[src/rtl/pe_approx_sa_if.sv]
// Operand/result bundle of the approximate-multiply PE: activation, weight,
// incoming partial sum, combinational product and registered partial sum.
interface pe_approx_sa_if #(
  parameter int DATA_W = 16
);
  logic [DATA_W-1:0] ifmap;
  logic [DATA_W-1:0] weight;
  logic [DATA_W-1:0] ipsum;
  logic [DATA_W-1:0] approx_P;
  logic [DATA_W-1:0] approx_psum_reg;

  modport master (
    output ifmap, weight, ipsum,
    input  approx_P, approx_psum_reg
  );

  modport slave (
    input  ifmap, weight, ipsum,
    output approx_P, approx_psum_reg
  );
endinterface

[src/rtl/pe_approx_sa.sv]
// Processing element with a Mitchell logarithmic multiplier on Q8.8 operands.
// The product is combinational; the saturated psum + product is registered.
module pe_approx_sa #(
  parameter int DATA_W = 16,
  parameter int FRAC_W = 8
) (
  input  logic          clk,
  input  logic          reset,
  pe_approx_sa_if.slave bus
);

  localparam int MAG_W = DATA_W + 1;
  localparam int LOG_W = $clog2(MAG_W);
  localparam int P_W   = 2 * DATA_W + 2;

  localparam logic signed [DATA_W-1:0] MAX_V = {1'b0, {(DATA_W-1){1'b1}}};
  localparam logic signed [DATA_W-1:0] MIN_V = {1'b1, {(DATA_W-1){1'b0}}};
  localparam logic [P_W-1:0]           LIM_V = P_W'(1) << (DATA_W - 1);

  function automatic logic [LOG_W-1:0] lod(input logic [MAG_W-1:0] v);
    logic [LOG_W-1:0] pos;
    pos = '0;
    for (int i = 0; i < MAG_W; i++) begin
      if (v[i]) pos = LOG_W'(i);
    end
    return pos;
  endfunction

  // Truncated magnitude back to signed range; -2^(DATA_W-1) is representable.
  function automatic logic signed [DATA_W-1:0] sat_prod(input logic neg,
                                                        input logic [P_W-1:0] m);
    logic signed [DATA_W-1:0] low;
    low = signed'(m[DATA_W-1:0]);
    if (!neg) return (m >= LIM_V) ? MAX_V : low;
    return (m >= LIM_V) ? MIN_V : -low;
  endfunction

  function automatic logic signed [DATA_W-1:0] sat_add(input logic signed [DATA_W-1:0] x,
                                                       input logic signed [DATA_W-1:0] y);
    logic signed [DATA_W:0] sum;
    sum = {x[DATA_W-1], x} + {y[DATA_W-1], y};
    if (sum[DATA_W] != sum[DATA_W-1]) return sum[DATA_W] ? MIN_V : MAX_V;
    return sum[DATA_W-1:0];
  endfunction

  logic signed [DATA_W-1:0] ifmap_s;
  logic signed [DATA_W-1:0] weight_s;
  logic signed [DATA_W-1:0] ipsum_s;
  logic signed [MAG_W-1:0]  ifmap_x;
  logic signed [MAG_W-1:0]  weight_x;
  logic [MAG_W-1:0]         mag_a;
  logic [MAG_W-1:0]         mag_b;
  logic [LOG_W-1:0]         ka;
  logic [LOG_W-1:0]         kb;
  logic [LOG_W:0]           ksum;
  logic [MAG_W-1:0]         fa;
  logic [MAG_W-1:0]         fb;
  logic [P_W-1:0]           s_term;
  logic [P_W-1:0]           t_term;
  logic [P_W-1:0]           p_full;
  logic [P_W-1:0]           p_mag;
  logic                     neg;
  logic signed [DATA_W-1:0] prod_sat;
  logic signed [DATA_W-1:0] psum_p1;

  assign ifmap_s  = bus.ifmap;
  assign weight_s = bus.weight;
  assign ipsum_s  = bus.ipsum;

  always_comb begin
    ifmap_x  = {ifmap_s[DATA_W-1], ifmap_s};
    weight_x = {weight_s[DATA_W-1], weight_s};
    mag_a    = ifmap_s[DATA_W-1]  ? unsigned'(-ifmap_x)  : unsigned'(ifmap_x);
    mag_b    = weight_s[DATA_W-1] ? unsigned'(-weight_x) : unsigned'(weight_x);
    neg      = ifmap_s[DATA_W-1] ^ weight_s[DATA_W-1];
    ka       = lod(mag_a);
    kb       = lod(mag_b);
    ksum     = {1'b0, ka} + {1'b0, kb};
    fa       = mag_a & ~(MAG_W'(1) << ka);
    fb       = mag_b & ~(MAG_W'(1) << kb);
    s_term   = (P_W'(fa) << kb) + (P_W'(fb) << ka);
    t_term   = P_W'(1) << ksum;
    // Mitchell: below the carry point add the mantissa sum to T, else double it.
    p_full   = (s_term < t_term) ? (t_term + s_term) : (s_term << 1);
    p_mag    = p_full >> FRAC_W;
    prod_sat = ((mag_a == '0) || (mag_b == '0)) ? '0 : sat_prod(neg, p_mag);
  end

  // ---- stage p1: saturated partial sum, captured every cycle ----
  always_ff @(posedge clk or negedge reset) begin
    if (!reset) psum_p1 <= '0;
    else        psum_p1 <= sat_add(ipsum_s, prod_sat);
  end

  assign bus.approx_P        = prod_sat;
  assign bus.approx_psum_reg = psum_p1;

endmodule

[src/flat_wrapper.sv]
// flat-port wrapper written by rule: the top's interface ports become plain ports
module pe_approx_sa_flat 
#(
  parameter int DATA_W = 16,
  parameter int FRAC_W = 8
)
  (clk, reset, bus_ifmap, bus_weight, bus_ipsum, bus_approx_P, bus_approx_psum_reg);
  pe_approx_sa_if #(.DATA_W(DATA_W)) bus_i ();
  input  logic clk;
  input  logic reset;
  input wire logic [$bits(bus_i.ifmap)-1:0] bus_ifmap;
  input wire logic [$bits(bus_i.weight)-1:0] bus_weight;
  input wire logic [$bits(bus_i.ipsum)-1:0] bus_ipsum;
  output wire logic [$bits(bus_i.approx_P)-1:0] bus_approx_P;
  output wire logic [$bits(bus_i.approx_psum_reg)-1:0] bus_approx_psum_reg;
  assign bus_i.ifmap = bus_ifmap;
  assign bus_i.weight = bus_weight;
  assign bus_i.ipsum = bus_ipsum;
  assign bus_approx_P = bus_i.approx_P;
  assign bus_approx_psum_reg = bus_i.approx_psum_reg;
  pe_approx_sa #(.DATA_W(DATA_W), .FRAC_W(FRAC_W)) u_core (.clk(clk), .reset(reset), .bus(bus_i));
endmodule
[config.mk]
export PLATFORM = sky130hd
export DESIGN_NAME = pe_approx_sa_flat
export DESIGN_NICKNAME = d
export VERILOG_FILES = /design/src/rtl/pe_approx_sa_if.sv /design/src/rtl/pe_approx_sa.sv /design/src/flat_wrapper.sv
export SDC_FILE = /design/constraint.sdc
export NUM_CORES = 1
export LEC_CHECK = 0
export CORE_MARGIN = 2
export CORE_UTILIZATION = 30
export CTS_CLUSTER_DIAMETER = 30
export CTS_CLUSTER_SIZE = 12
export DETAILED_ROUTE_END_ITERATION = 10
export SYNTH_ARGS = -nofsm -noshare
export SYNTH_HDL_FRONTEND = slang
export SYNTH_SLANG_ARGS = --single-unit
[constraint.sdc]
create_clock -name clk -period 27.9 [get_ports clk]
set_clock_uncertainty 0.2 [all_clocks]
set_input_delay 4.185 -clock clk [delete_from_list [all_inputs] [get_ports clk]]
set_output_delay 4.185 -clock clk [all_outputs]
set_load 0.02 [all_outputs]
==> flow_summary.json, run 1 <==
{
  "area_growth_pct": 11.5,
  "die_area_um2": 37400,
  "final-setup-viol-count": 0,
  "report.power.total_w": 0.000731,
  "ctsRootBufferMaster": "sky130_fd_sc_hd__clkbuf_16",
  "grt_setup_unrepaired": "false",
  "synth-main-ff-cell": "sky130_fd_sc_hd__dfrtp_1",
  "worstHoldPathType": "input pin to async pin",
  "grt_max_degree": 30,
  "clk_pwr_share_pct": 4.3,
  "yosysSeqAreaShare_pct": 3.72,
  "via_to_cell_ratio": 5.85,
  "grtUsageTotal_pct": 19.7,
  "fillerInstances": 3898,
  "effective_utilization_at_floorplan_pct": 30.3,
  "postSynthRegisterBits": 16,
  "power.switching_w": 0.000429,
  "die_width_um": 193,
  "run_status": "completed",
  "largest_register_ffs": 16,
  "drt-initial-drc-count": 1012,
  "p_sw_share_pct": 58.7,
  "category_of_the_worst_setup_path_launch_point": "input pin",
  "p_seq_share_pct": 4.8,
  "hpwlAfterDp_mm": 32.4,
  "clock_tree.buffer_depth": 2,
  "drcViolationCount": 0,
  "antenna_cells": 0,
  "share_of_flip_flops_with_an_asynchronous_set_or_reset_after_synthesis_pct": 100,
  "num_vias": 12342,
  "max_slew_margin_pct": 19.2,
  "postSynthCellCount": 1623,
  "clock.fmax_ghz": 0.0465,
  "critPathArrivalTime_ns": 17.13,
  "synth.yosys.warnings": 0,
  "cp.required_ns": 23.52,
  "post_cts_buffers": 0,
  "clock_pin_slew_reported_for_the_worst_setup_and_hold_paths_after_clock_tree_synthesis_ns": 0.05,
  "cts-hold-fix-buffers": 0,
  "worst_path_largest_cell_delay_ns": 0.89,
  "cts-buffers-inserted": 3,
  "setup_total_negative_slack_ns": 0,
  "critPathMaxFanout": 28,
  "post-route-worst-setup-slack_ns": 6.39,
  "io_buf_count": 81,
  "grt_pass1_vias": 11637,
  "post_synth_num_cell_types": 95,
  "synth_top_cell_area_share_pct": 14.2,
  "netlist.top_cell.by_area": "sky130_fd_sc_hd__ha_1",
  "floorplan.rows": 69,
  "wl_per_cell_um": 18.5,
  "nNetsFinal": 1824,
  "layout-drive-gt1-share_pct": 3.88,
  "synth_enable_flop_cells": 0,
  "globalplace.congestion": 0.965,
  "slowest_stage": "sky130_fd_sc_hd__nor4_2",
  "placement.setup.worst_slack_ns": 6.55,
  "grt.overflow.total": 0,
  "leakage_nw": 5.01,
  "max_capacitance_violation_total": 0,
  "cts_resized": 0,
  "maxSlewViolCount": 0,
  "grt_pass1_wl_mm": 62.0,
  "clock_tree.htree_level_count": 1,
  "hold_viol": 0,
  "wirelength_mm": 39.1,
  "worst_ir_drop_vdd_mv": 0.0466,
  "worst_pin_slew_ns": 1.21,
  "floorplan.die.height_um": 193,
  "grt_antenna_before_repair": 0,
  "fin_crit_sh_pct": 77.1,
  "combinationalPowerShare_pct": 90.9,
  "kind_of_capture_point_of_the_worst_setup_path": "output pin",
  "register_area_um2": 400,
  "path_common_cell": "sky130_fd_sc_hd__or4_1",
  "post_synth_most_frequent_cells": "sky130_fd_sc_hd__nand2_1 (171), sky130_fd_sc_hd__nor2_1 (170), sky130_fd_sc_hd__a21oi_1 (149)",
  "syn_area_per_cell_um2": 6.63,
  "multiInputGateArea_um2": 9670,
  "period_needed_ns": 21.51,
  "cts_tree": "built",
  "netlist_area_um2": 10800,
  "yosys-top-cells-area": "sky130_fd_sc_hd__ha_1 (14%), sky130_fd_sc_hd__a21oi_1 (6.9%), sky130_fd_sc_hd__nand2_1 (6.0%), sky130_fd_sc_hd__nor2_1 (5.9%), sky130_fd_sc_hd__o21ai_0 (4.9%)",
  "clock_sinks": 16,
  "cellPowerDensity_nw_per_um2": 60.9,
  "worst-setup-path-type": "input pin to output pin",
  "core_area_um2": 35500,
  "drt-pass1-iter-count": 7,
  "intPower_w": 0.000302,
  "i_o_pins": 82,
  "route.antenna.remaining_nets": 0,
  "synth.most_common_cell": "sky130_fd_sc_hd__nand2_1"
}
## cell type report
class	count	share of cell area, %
Clock buffer	4	0.741
Inverter	96	3.00
Multi-Input combinational cell	1439	80.6
Sequential cell	16	3.34
Tap cell	461	4.81
Timing Repair Buffer	93	7.51
## worst paths after layout
check | startpoint | to | slack, ns | depth (start not counted)
min | reset | u_core.bus.approx_psum_reg[4] | 4.17 | 1
min in group clk | bus_ipsum[0] | u_core.bus.approx_psum_reg[0] | 4.52 | 4
max in group asynchronous | reset | u_core.bus.approx_psum_reg[13] | 22.87 | 1
max | bus_weight[2] | bus_approx_P[12] | 6.39 | 38
## worst max-delay path, delay by kind of cell
kind / cells / cell delay [ns]
buffers and inverters: 5 / 2.24
adder cells (fa/ha/maj): 2 / 0.81
AND/OR/NAND/NOR: 12 / 4.68
multiplexers: 2 / 0.68
AO/OA/AOI/OAI: 16 / 4.26
XOR/XNOR: 1 / 0.23
## per-stage QoR
stage | instances | hold slack, ns | util [%] | area [µm²]
after CTS | 2109 | 4.20 | 33.8 | 12000
after floorplan | 1630 | 3.69 | - | 10800
after detailed placement | 2105 | 4.47 | 33.5 | 11900
after global routing | 2109 | 4.25 | 33.8 | 12000
after global placement | 2105 | 4.47 | 33.5 | 11900
final | 2109 | 4.17 | 33.8 | 12000
## power groups by stage
stage | Sequential, W | Clock [W] | Combinational (W)
after floorplan | 0.0000483 | 0 | 0.000465
after global placement | 0.0000355 | 0 | 0.000642
after detailed placement | 0.0000357 | 0 | 0.000647
after CTS | 0.0000353 | 0.0000325 | 0.000650
after global routing | 0.0000361 | 0.0000330 | 0.000724
final | 0.0000351 | 0.0000316 | 0.000664
## per-layer routing
layer  track usage, %  share of wire [%]  vias up
met3            0.907                4.8       75
met5                0                  0        -
met1             25.6                 44     5748
li1                 -                  -     6034
met4             7.27                3.9        0
met2             34.4                 47      485
## layout by cell type, fill, tap and decap left out, drive strengths merged, types with 17 or more instances in the layout
| master | instances |
|---|---|
| mux2i | 51 |
| nor2 | 172 |
| inv | 96 |
| xnor2 | 60 |
| nand3 | 40 |
| a211oi | 25 |
| nand2 | 171 |
| o21ai | 109 |
| clkdlybuf4s50 | 81 |
| o22ai | 20 |
| a21o | 31 |
| nor3 | 41 |
| a31oi | 19 |
| nand4 | 19 |
| o211ai | 17 |
| ha | 122 |
| a21oi | 149 |
| nor2b | 21 |
| xor2 | 30 |
| o21a | 24 |
| nand2b | 27 |
## kinds of logic after synthesis
group / synth area share (%)
simple gates: 26.9
mux: 6.14
other cells: 0.0349
compound gates: 34.4
flops: 3.72
xor+xnor: 7.33
fa+ha+maj: 14.7
buf+inv: 6.69
Power figures use the tool's default switching activity.
==> inputs of run 2 (changes only) <==
==> constraint.sdc (replaced) <==
create_clock -name clk -period 22.3 [get_ports clk]
set_clock_uncertainty 0.2 [all_clocks]
set_input_delay 3.345 -clock clk [delete_from_list [all_inputs] [get_ports clk]]
set_output_delay 3.345 -clock clk [all_outputs]
set_load 0.02 [all_outputs]
==> run 2 against run 1 <==
  * Hold slack worse by 0.84 ns
  * Critical endpoint unchanged
  * Sequential cell count stayed put
  * Clock power is 23% higher
  * Highest routed layer unchanged
==> flow_summary.json, run 2 (same netlist as run 1, synthesis figures left out) <==
{
  "run_status": "completed",
  "placement.setup.worst_slack_ns": 2.78,
  "worst_path_largest_cell_delay_ns": 0.66,
  "clock_sinks": 16,
  "wl_per_cell_um": 18.3,
  "max_capacitance_violation_total": 0,
  "layout-drive-gt1-share_pct": 4.00,
  "drt-pass1-iter-count": 6,
  "worst-setup-path-type": "input pin to output pin",
  "largest_register_ffs": 16,
  "layout.cells.most_common": "sky130_fd_sc_hd__nand2_1",
  "slowest_stage": "sky130_fd_sc_hd__clkdlybuf4s50_1",
  "report.power.total_w": 0.000910,
  "cts_resized": 0,
  "grt_antenna_before_repair": 0,
  "drcViolationCount": 0,
  "final-setup-viol-count": 0,
  "setup_total_negative_slack_ns": 0,
  "clk_pwr_share_pct": 4.3,
  "clock_tree.htree_level_count": 1,
  "cts-hold-fix-buffers": 0,
  "floorplan.rows": 69,
  "via_to_cell_ratio": 5.85,
  "ctsRootBufferMaster": "sky130_fd_sc_hd__clkbuf_16",
  "area_growth_pct": 11.6,
  "leakage_nw": 5.02,
  "hpwlAfterDp_mm": 32.0,
  "grt.overflow.total": 0,
  "num_vias": 12354,
  "drt-initial-drc-count": 1197,
  "intPower_w": 0.000377,
  "path_common_cell": "sky130_fd_sc_hd__or4_1",
  "grtUsageTotal_pct": 19.6,
  "antenna_cells": 0,
  "die_width_um": 193,
  "clock_pin_slew_reported_for_the_worst_setup_and_hold_paths_after_clock_tree_synthesis_ns": 0.05,
  "core_area_um2": 35500,
  "postLayoutCoreUtil_pct": 33.8,
  "mostFrequentLayoutCells": "sky130_fd_sc_hd__nand2_1 (171), sky130_fd_sc_hd__nor2_1 (170), sky130_fd_sc_hd__a21oi_1 (149)",
  "wirelength_mm": 38.6,
  "hold_viol": 0,
  "io_buf_count": 81,
  "effective_utilization_at_floorplan_pct": 30.3,
  "max_slew_margin_pct": 21.3,
  "critPathArrivalTime_ns": 16.13,
  "stdcell_area_um2": 12000,
  "critPathMaxFanout": 28,
  "clock_tree.buffer_depth": 2,
  "globalplace.congestion": 0.978,
  "p_sw_share_pct": 58.5,
  "cts_tree": "built",
  "p_seq_share_pct": 4.8,
  "clock.fmax_ghz": 0.0508,
  "worst_ir_drop_vdd_mv": 0.0654,
  "worst_path_dominant_cell_family": "simple AND/OR/NAND/NOR gates",
  "fin_crit_sh_pct": 88.2,
  "period_needed_ns": 19.68,
  "critPathBufInv": 5,
  "nNetsFinal": 1826,
  "i_o_pins": 82,
  "maxSlewViolCount": 0,
  "post_cts_buffers": 0,
  "worst_pin_slew_ns": 1.18,
  "grt_setup_unrepaired": "false",
  "cellPowerDensity_nw_per_um2": 75.8,
  "category_of_the_worst_setup_path_launch_point": "input pin",
  "grt_pass1_wl_mm": 61.7,
  "cp.required_ns": 18.75,
  "post-route-worst-setup-slack_ns": 2.62,
  "die_area_um2": 37400,
  "floorplan.die.height_um": 193,
  "kind_of_capture_point_of_the_worst_setup_path": "output pin",
  "grt_pass1_vias": 11698,
  "grt_max_degree": 30,
  "worstHoldPathType": "input pin to async pin",
  "power.switching_w": 0.000533,
  "cts-buffers-inserted": 3,
  "placed_inst_area_um2": 11900,
  "route.antenna.remaining_nets": 0,
  "combinationalPowerShare_pct": 90.9
}
[run 2: changes by cell type in the layout (fill, tap and decap cells not counted), sizes merged]
cell	previous run	this run
buf	12	14
[run 2: final cells by class]
type / count / area (µm²)
Fill cell: 3837 / 23500
Multi-Input combinational cell: 1439 / 9670
Timing Repair Buffer: 95 / 916
Tap cell: 461 / 577
Sequential cell: 16 / 400
Inverter: 96 / 360
Clock buffer: 4 / 88.8
[run 2: power groups by stage]
| stage | combinational, W | sequential [W] | clock [W] |
|---|---|---|---|
| 3_5_place_dp | 0.000810 | 0.0000446 | 0 |
| 5_1_grt | 0.000905 | 0.0000452 | 0.0000404 |
| 4_1_cts | 0.000814 | 0.0000441 | 0.0000396 |
| 3_3_place_gp | 0.000801 | 0.0000441 | 0 |
| 6_report | 0.000828 | 0.0000437 | 0.0000390 |
| 2_1_floorplan | 0.000582 | 0.0000604 | 0 |
[run 2: per-layer routing]
metal	GRT usage, %	vias to the layer above	wire [µm]
met5	0	-	0
met4	6.36	0	1340
met3	1.48	83	1970
met2	35.0	479	18700
met1	24.7	5747	16600
li1	-	6045	-
[run 2: through the flow]
step                      cells  hold slack, ns
after floorplan            1630            2.85
after global placement     2107            3.61
after detailed placement   2107            3.62
after CTS                  2111            3.35
after global routing       2111            3.39
final                      2111            3.33
[run 2: worst max-delay path by stage]
stage | from | slack (ns) | depth (start not counted) | endpoint
after global placement | bus_ifmap[15] | 2.93 | 37 | bus_approx_P[12]
after CTS | bus_ifmap[15] | 2.72 | 37 | bus_approx_P[12]
after global routing | bus_ifmap[15] | 1.80 | 37 | bus_approx_P[12]
after detailed placement | bus_ifmap[15] | 2.78 | 37 | bus_approx_P[12]
after floorplan | bus_weight[2] | 6.25 | 44 | bus_approx_P[12]
final | bus_weight[8] | 2.62 | 38 | bus_approx_P[12]
==> inputs of run 3 (changes only) <==
--- a/config.mk
+++ b/config.mk
@@ -5,6 +5,7 @@
 export SDC_FILE = /design/constraint.sdc
 export NUM_CORES = 1
 export LEC_CHECK = 0
+export ABC_AREA = 1
 export CORE_MARGIN = 2
 export CORE_UTILIZATION = 30
 export CTS_CLUSTER_DIAMETER = 30
==> run 3 against run 2 <==
  * Clock power is 4% lower
  * Hold slack barely moved
  * Global-route usage grew 1.0 points
  * Combinational power up 4.6%
  * Via count rose by 9.1%
  * Non-clock buffer count down 10
  * Sequential share of layout area about the same
  * Die area grew 0.65%
  * Critical endpoint is now bus_approx_P[0]
==> flow_summary.json, run 3 <==
{
  "run_status": "completed",
  "floorplan.rows": 69,
  "slowest_stage": "sky130_fd_sc_hd__inv_1",
  "syn_area_per_cell_um2": 5.23,
  "post_synth_most_frequent_cells": "sky130_fd_sc_hd__nand2_1 (526), sky130_fd_sc_hd__inv_1 (330), sky130_fd_sc_hd__nand3_1 (278)",
  "maxSlewViolCount": 0,
  "category_of_the_worst_setup_path_launch_point": "input pin",
  "cts_resized": 0,
  "drt-initial-drc-count": 1048,
  "final-setup-viol-count": 0,
  "synth.most_common_cell": "sky130_fd_sc_hd__nand2_1",
  "drt-pass1-iter-count": 6,
  "postSynthCellCount": 2069,
  "critical_path.startpoint": "bus_weight[15]",
  "cts_tree": "built",
  "netlist_area_um2": 10800,
  "fin_crit_sh_pct": 81.4,
  "path_common_cell": "sky130_fd_sc_hd__nand2_1",
  "clock_sinks": 16,
  "fillerInstances": 4121,
  "route.antenna.remaining_nets": 0,
  "cts-buffers-inserted": 3,
  "yosysSeqAreaShare_pct": 3.70,
  "kind_of_capture_point_of_the_worst_setup_path": "output pin",
  "grt_antenna_before_repair": 0,
  "leakage_nw": 6.28,
  "die_area_um2": 37600,
  "synth.yosys.warnings": 0,
  "clock_tree.buffer_depth": 2,
  "grt_max_degree": 29,
  "cts-hold-fix-buffers": 0,
  "synth_enable_flop_cells": 0,
  "via_to_cell_ratio": 5.22,
  "post_cts_buffers": 0,
  "period_needed_ns": 18.16,
  "antenna_cells": 0,
  "hold_viol": 0,
  "effective_utilization_at_floorplan_pct": 30.4,
  "timing.hold.ws_ns": 3.32,
  "clock.fmax_ghz": 0.0551,
  "nNetsFinal": 2297,
  "postSynthRegisterBits": 16,
  "grt_pass1_vias": 12690,
  "area_growth_pct": 12.2,
  "globalplace.congestion": 0.986,
  "synth-main-ff-cell": "sky130_fd_sc_hd__dfrtp_1",
  "io_buf_count": 81,
  "i_o_pins": 82,
  "synth_top_cell_area_share_pct": 18.2,
  "num_vias": 13481,
  "grt_setup_unrepaired": "false",
  "max_capacitance_violation_total": 0,
  "wl_per_cell_um": 15.6,
  "worst_pin_slew_ns": 1.04,
  "drcViolationCount": 0,
  "cellPowerDensity_nw_per_um2": 78.3,
  "clock_pin_slew_reported_for_the_worst_setup_and_hold_paths_after_clock_tree_synthesis_ns": 0.05,
  "clock_tree.htree_level_count": 1,
  "max_slew_margin_pct": 30.4,
  "yosys-top-cells-area": "sky130_fd_sc_hd__nand2_1 (18%), sky130_fd_sc_hd__ha_1 (14%), sky130_fd_sc_hd__nand3_1 (13%), sky130_fd_sc_hd__inv_1 (11%), sky130_fd_sc_hd__nor2_1 (8.8%)",
  "die_width_um": 194,
  "core_area_um2": 35600,
  "critPathMaxFanout": 27,
  "layout-drive-gt1-share_pct": 3.25,
  "ctsRootBufferMaster": "sky130_fd_sc_hd__clkbuf_16",
  "layout.cells.most_common": "sky130_fd_sc_hd__nand2_1",
  "wirelength_mm": 40.4,
  "grt_pass1_wl_mm": 63.8,
  "mostFrequentLayoutCells": "sky130_fd_sc_hd__nand2_1 (526), sky130_fd_sc_hd__inv_1 (330), sky130_fd_sc_hd__nand3_1 (278)",
  "grt.overflow.total": 0,
  "worst-setup-path-type": "input pin to output pin",
  "hpwlAfterDp_mm": 35.0,
  "share_of_flip_flops_with_an_asynchronous_set_or_reset_after_synthesis_pct": 100,
  "worst_ir_drop_vdd_mv": 0.0967,
  "worst_path_largest_cell_delay_ns": 0.87,
  "critPathArrivalTime_ns": 14.61,
  "worstHoldPathType": "input pin to async pin",
  "floorplan.die.height_um": 194,
  "setup_total_negative_slack_ns": 0,
  "netlist.top_cell.by_area": "sky130_fd_sc_hd__nand2_1",
  "post_synth_num_cell_types": 47,
  "cp.required_ns": 18.75,
  "grtUsageTotal_pct": 20.6,
  "largest_register_ffs": 16
}
-- run 3: changes by cell type after synthesis, moves of 45 or more --
cell,before,now
sky130_fd_sc_hd__xnor2_1,60,15
sky130_fd_sc_hd__inv_1,91,330
sky130_fd_sc_hd__mux2i_1,50,0
sky130_fd_sc_hd__nand3_1,40,278
sky130_fd_sc_hd__nand2_1,171,526
sky130_fd_sc_hd__nor2_1,170,253
-- run 3: cells by family (layout without fill, tap and decap cells) --
kind of cell | count (synthesis) | after routing | share of synthesized area (%)
adders and majority gates | 125 | 125 | 14.6
other | 1 | 8 | 0.0346
buffers and inverters | 382 | 427 | 13.7
AOI/OAI and AO/OA | 296 | 296 | 15.4
and+or+nand+nor | 1192 | 1192 | 48.0
xor gates and xnor gates | 57 | 57 | 4.61
DFF | 16 | 16 | 3.70
-- run 3: power by group --
part | internal, W | switching (W)
registers | 0.0000446 | 0.00000346
logic | 0.000288 | 0.000579
clock network | 0.0000272 | 0.0000104
total | 0.000359 | 0.000593
-- run 3: how the worst max path moves through the flow --
| stage | end | slack [ns] | cells past startpoint |
|---|---|---|---|
| after detailed placement | bus_approx_P[0] | 4.36 | 48 |
| final | bus_approx_P[0] | 4.14 | 48 |
| after floorplan | bus_approx_P[12] | 8.56 | 52 |
| after CTS | bus_approx_P[0] | 4.35 | 48 |
| after global placement | bus_approx_P[8] | 4.42 | 48 |
| after global routing | bus_approx_P[0] | 3.25 | 48 |
-- run 3: layer usage --
layer  track usage, %  share of wire, %
met1             24.0                42
met5                0                 0
met3            0.922               4.5
met4             11.8               6.5
met2             37.5                47
-- run 3: area by class of cell --
class / count / area, µm² / share of cell area [%]
Inverter: 338 / 1270 / 10.4
Clock buffer: 4 / 88.8 / 0.731
Timing Repair Buffer: 85 / 841 / 6.92
Tap cell: 461 / 577 / 4.75
Multi-Input combinational cell: 1678 / 8980 / 73.9
Sequential cell: 16 / 400 / 3.29
-- run 3: per-stage QoR --
| step | worst slack [ns] | area [µm²] | std cells | power (W) | util [%] |
|---|---|---|---|---|---|
| final | 4.14 | 12200 | 2582 | 0.000952 | 34.2 |
| after CTS | 4.35 | 12200 | 2582 | 0.000942 | 34.2 |
| after detailed placement | 4.36 | 12100 | 2578 | 0.000901 | 33.9 |
| after global routing | 3.25 | 12200 | 2582 | 0.00105 | 34.2 |
| after floorplan | 8.56 | 10900 | 2076 | 0.000662 | - |
| after global placement | 4.42 | 12100 | 2578 | 0.000899 | 33.9 |
-- run 3: critical path: cells and delay by family --
family,cells,cell delay (ns)
XOR/XNOR,2,0.55
AO/OA/AOI/OAI,12,3.36
AND/OR/NAND/NOR,26,4.02
buffers and inverters,6,2.68
adder cells (fa/ha/maj),2,0.66
